==> src/rtl/xbar_pkg.sv <==
// Crossbar shared types and helpers.
// Arbiter state enum, burst-count width, grant encoding helpers.
package xbar_pkg;

  typedef enum logic {
    IDLE,
    DATA
  } wr_arb_state_e;

  localparam int XBAR_LEN_W  = 8;
  localparam int BURST_CNT_W = XBAR_LEN_W + 1;

  function automatic int clog2_min1(input int n);
    return (n <= 2) ? 1 : $clog2(n);
  endfunction

  // "No grant" is the MSB alone set in a w-bit grant field.
  function automatic logic [31:0] no_grant(input int w);
    return 32'd1 << (w - 1);
  endfunction

endpackage

==> src/rtl/write_burst_arbiter_rr_picker.sv <==
// Combinational round-robin picker: first set req at or above start, wrapping.
// Ports: req, start -> found, idx.
module rr_picker #(
  parameter int N = 2,
  parameter int W = 1
) (
  input  logic [N-1:0] req,
  input  logic [W-1:0] start,
  output logic         found,
  output logic [W-1:0] idx
);

  function automatic int wrap(input int s, input int i);
    int j;
    j = s + i;
    return (j >= N) ? j - N : j;
  endfunction

  always_comb begin
    found = 1'b0;
    idx   = '0;
    for (int i = 0; i < N; i++) begin
      if (!found && req[wrap(int'(start), i)]) begin
        found = 1'b1;
        idx   = W'(wrap(int'(start), i));
      end
    end
  end

endmodule

==> src/rtl/write_burst_arbiter.sv <==
// Per-slave AW arbiter; locks W routing to the winner for its whole burst.
// Ports: AXI clock/reset, master AW FIFO heads, slave FIFO full, W handshake.
module write_burst_arbiter
  import xbar_pkg::*;
#(
  parameter int MASTERS           = 2,
  parameter int SLAVES            = 2,
  parameter int I_AM_SLAVE_NUMBER = 0,
  parameter int LEN_W             = XBAR_LEN_W
) (
  input  logic ACLK,
  input  logic ARESET,
  input  logic [MASTERS-1:0] master_fifo_empty,
  input  logic [MASTERS-1:0][clog2_min1(SLAVES)-1:0]
               master_slave_dest,
  input  logic [MASTERS-1:0][LEN_W-1:0] master_awlen,
  input  logic slave_fifo_full,
  input  logic w_valid,
  input  logic w_ready,
  input  logic w_last,
  output logic push_to_fifo,
  output logic [clog2_min1(MASTERS):0] grant_master_number,
  output logic w_route_valid,
  output logic [clog2_min1(MASTERS)-1:0] w_route_master,
  output logic len_error
);

  localparam int MW = clog2_min1(MASTERS);
  localparam int GW = MW + 1;
  localparam int CW = LEN_W + 1;
  localparam logic [GW-1:0] NO_GRANT = GW'(no_grant(GW));

  wr_arb_state_e   state, state_d;
  logic [MW-1:0]   rr_ptr, rr_ptr_d;
  logic [MW-1:0]   win_q, win_d;
  logic [CW-1:0]   beats_left, beats_d;
  logic            err_d;
  logic [MASTERS-1:0] req;
  logic            found;
  logic [MW-1:0]   winner;
  logic            beat;

  always_comb begin
    req = '0;
    for (int i = 0; i < MASTERS; i++) begin
      req[i] = ~master_fifo_empty[i] &
               (32'(master_slave_dest[i]) ==
                32'(I_AM_SLAVE_NUMBER));
    end
  end

  rr_picker #(
    .N(MASTERS),
    .W(MW)
  ) u_pick (
    .req  (req),
    .start(rr_ptr),
    .found(found),
    .idx  (winner)
  );

  assign beat = w_valid & w_ready;

  always_comb begin
    state_d             = state;
    rr_ptr_d            = rr_ptr;
    win_d               = win_q;
    beats_d             = beats_left;
    err_d               = 1'b0;
    push_to_fifo        = 1'b0;
    grant_master_number = NO_GRANT;
    w_route_valid       = 1'b0;
    w_route_master      = '0;
    unique case (state)
      IDLE: begin
        push_to_fifo = found & ~slave_fifo_full;
        if (push_to_fifo) begin
          grant_master_number = {1'b0, winner};
          win_d    = winner;
          beats_d  = CW'(master_awlen[winner]) + CW'(1);
          rr_ptr_d = (winner == MW'(MASTERS - 1))
                     ? '0 : winner + 1'b1;
          state_d  = DATA;
        end
      end
      DATA: begin
        w_route_valid  = 1'b1;
        w_route_master = win_q;
        if (beat) begin
          beats_d = beats_left - CW'(1);
          if (beats_left == CW'(1)) begin
            // Counter decides the end; WLAST only cross-checks it.
            err_d   = ~w_last;
            state_d = IDLE;
          end else begin
            err_d = w_last;
          end
        end
      end
      default: state_d = IDLE;
    endcase
  end

  always_ff @(posedge ACLK or posedge ARESET) begin
    if (ARESET) begin
      state      <= IDLE;
      rr_ptr     <= '0;
      win_q      <= '0;
      beats_left <= '0;
      len_error  <= 1'b0;
    end else begin
      state      <= state_d;
      rr_ptr     <= rr_ptr_d;
      win_q      <= win_d;
      beats_left <= beats_d;
      len_error  <= err_d;
    end
  end

endmodule
==> config.mk <==
export PLATFORM = sky130hd
export DESIGN_NAME = write_burst_arbiter
export DESIGN_NICKNAME = d
export VERILOG_FILES = /design/src/rtl/xbar_pkg.sv /design/src/rtl/write_burst_arbiter_rr_picker.sv /design/src/rtl/write_burst_arbiter.sv
export SDC_FILE = /design/constraint.sdc
export NUM_CORES = 1
export LEC_CHECK = 0
export CAP_MARGIN = 40
export CELL_PAD_IN_SITES_DETAIL_PLACEMENT = 2
export CELL_PAD_IN_SITES_GLOBAL_PLACEMENT = 2
export CORE_MARGIN = 2
export CORE_UTILIZATION = 26
export DETAILED_ROUTE_END_ITERATION = 12
export MAX_ROUTING_LAYER = met4
export PLACE_DENSITY_LB_ADDON = 0.25
export SLEW_MARGIN = 40
export SYNTH_ARGS = -nofsm -noshare
export SYNTH_HDL_FRONTEND = slang
export SYNTH_SLANG_ARGS = --single-unit
==> constraint.sdc <==
create_clock -name ACLK -period 2.9 [get_ports ACLK]
set_input_delay 0.29 -clock ACLK [delete_from_list [all_inputs] [get_ports ACLK]]
set_output_delay 0.29 -clock ACLK [all_outputs]
set_load 0.1 [all_outputs]
==> summary.md <==
| Metric | Value |
|---|---|
| Worst skew pair latency | roughly 0.25 ns |
| Postcts setup bufs | 0 |
| Placed insts | around 220 |
| Rows | 23 |
| Setup ws final | between 0.5 and 0.6 ns |
| Max-Cap Viols | 0 |
| Vias per Instance | between 5 and 6 |
| # diodes | 0 |
| Cells after Synth | between 100 and 150 |
| Die H | a little under 70 µm |
| Worst path arrival time | 2.07 ns |
| RSZ-0062 raised after global routing | no |
| Routed Antenna Nets | 0 |
| Slew Limit Fails | 0 |
| Final setup fails | 0 |
| DRC errors left | 0 |
| Htree depth | 1 |
| I/O pins | 32 |
| CP Cell Sequence | clkdlybuf4s50_1 -> nor3_1 -> or3_1 -> buf_4 -> or2_2 -> inv_1 -> buf_12 |
| Gr ovfl total | 0 |
| Die W | 67.92 µm |
| Worst path max stage delay | 0.48 ns |
| Dpl ws | around 0.31 ns |
| Status | finished clean |
| CP Capture Type | output port |
| Synth top area share | 30.62% |
| Routed WL | around 3700 µm |
| PD cells | between 500 and 600 nW/µm² |
| Initial core utilization | 26.75% |
| Endpoints failing hold | 0 |
| GPL Wtd Cong | 0.9146 |
| Max VDD drop | 0.1463 mV |
| CTS resizes | 0 |
| Inserted Clock Buffers | 3 |
| Root buffer cell | clkbuf_8 |
| Pre-Repair DR Iteration Count | 4 |
| Syn Nets | approximately 160 |
| Die Area | ~4600 µm² |
| Cell Area, Synth | 1062 µm² |
| Top cells by area, synth | dfrtp_1, nand2_1, xnor2_1, a21oi_1, o21ai_0 |
| Yosys reg bits | 13 |
| Layout Skew | 0.001622 ns |
| Syn Area/Cell | between 7 and 8 µm² |
| Setup TNS | 0 ns |
| Clock Sinks | 13 |
| Core area | between 3000 and 4000 µm² |
| Routed len/inst | 16.76 µm |
| Initial antenna violation count | 0 |
| Clock Pin Slew Worst Setup and Hold Paths | 0.06 ns |
| Pin count of the biggest net entering global routing | 16 |
| Critical path class | in2out |
| GRT Util Overall | between 10% and 20% |
| CTS tree | built |
| Worst-Margin Slew | ~0.54 ns |
| Reg area | roughly 330 µm² |
| Final Cycle Share | between 80% and 90% |
| Final min period | 2.358 ns |
| Hold-fix buffer count after cts | 0 |
| Filler cells | between 400 and 500 |
| Startpoint types | primary input |
| Post-layout util | approximately 38% |
| Critical path peak fanout | 9 |
| Post-DP HPWL | between 3000 and 4000 µm |
| Slowest-stage cell, CP | clkdlybuf4s50_1 |
| Lkg Pwr | a little under 0.0006 µW |
| Worst hold-check path type | in2async |
| YS warnings | 0 |
| Max Clock Freq | approximately 0.42 GHz |
| First-pass GRT wire length | 6230 µm |
| Area Overhead vs Synth | 40.64% |
| First DRT Iteration DRCs | between 50 and 60 |
| Critical path required time | between 2 and 3 ns |
| IO Port Bufs | 31 |
| Post-synth top area cell | dfrtp_1 |
| Vias in the first global route | 1296 |
| Share of cells above drive strength 1 | ~14% |
| CTS Buffer Depth | 2 |
| Post-synthesis sequential area ratio | approximately 31% |
| Nets | approximately 200 |
| Layout Cells excl Fill | ~220 |
| Number of distinct library cells after synthesis | 36 |
| Multi-input logic area | between 600 and 700 µm² |
| Vias | 1146 |
| Worst slew margin | 64.02% |
## cell type report
type	count	share of cell area [%]
Timing Repair Buffer	34	22.95
Multi-Input combinational cell	111	46.32
Sequential cell	13	21.78
Inverter	7	1.759
Tap cell	50	4.188
Clock buffer	4	3.015
## metrics by stage
stage,power (µW),hold WS [ns],area [µm²]
after floorplan,572.4,0.1670,1062
after global placement,698.0,0.4507,1449
after detailed placement,716.8,0.5234,1449
after CTS,887.4,0.4036,1494
after global routing,942.9,0.4460,1494
final,875.6,0.3858,1494
## cell families after synthesis
group,count (synthesis),share of synthesized area (%)
flops,13,30.62
buf+inv,11,4.240
compound gates,31,19.67
mux,3,3.062
xor+xnor,12,9.894
simple gates,62,28.97
fa+ha+maj,3,3.534
## cells in the mapped netlist (all sizes together)
cell    count
o221ai      3
nor2       11
o221a       1
nor3        7
xnor2       7
clkbuf      1
o22ai       1
o211ai      1
inv         7
a21o        1
dfrtp      13
or3b        1
and3        2
xor2        5
or4         4
nand2      19
a211oi      1
nand3       8
or3         3
o31a        1
nand4       3
a21oi       9
ha          3
a22oi       3
o21ai       9
buf         3
and2        2
mux2        2
a221oi      1
or2         2
mux2i       1
## flip-flops by register name (all words and copies together), names as in the netlist
register,cells
len_error,1
beats_left,9
win_q,1
rr_ptr,1
state,1
## cells in the final DEF (no fill, tap or decap), drive strengths merged, types with 2 or more instances in the layout
cell type	instances
or3	3
clkbuf	4
nor2	11
nand3	8
xnor2	7
xor2	5
ha	3
nand2	19
a22oi	3
and2	2
dfrtp	13
a21oi	9
o21ai	9
clkdlybuf4s50	25
o221ai	3
and3	2
buf	9
or2	2
nor3	7
or4	4
nand4	3
mux2	2
inv	7
## where the power goes
part           internal, µW  total, µW  switching (µW)
Clock                  97.3        166            69.2
Combinational           166        399             233
Sequential              240        310            70.4
## critical path: cells and delay by family
kind,cells,cell delay (ns)
buf+inv,4,1.03
simple gates,3,0.75
## path summary, 6_finish.rpt
path                                       from                     end  slack (ns)  cells after the start
setup / recovery           master_fifo_empty[0]  grant_master_number[0]        0.54                      7
hold reg to reg                           win_q                   win_q        0.52                      2
min in group ACLK                         win_q                   win_q        0.52                      2
hold / removal                           ARESET           beats_left[0]        0.39                      2
max in group asynchronous                ARESET               len_error        2.15                      2
setup reg to reg                         rr_ptr           beats_left[8]        0.78                      8
## layer usage
metal / wire length (µm) / part of all wire, % / GRT usage (%)
met1: 1552 / 42 / 20.00
met2: 1870 / 51 / 34.22
met3: 137 / 3.7 / 2.303
met4: 110 / 3.0 / 8.000
met5: 0 / 0 / -
Note: power is estimated with default switching activity, not from simulation.
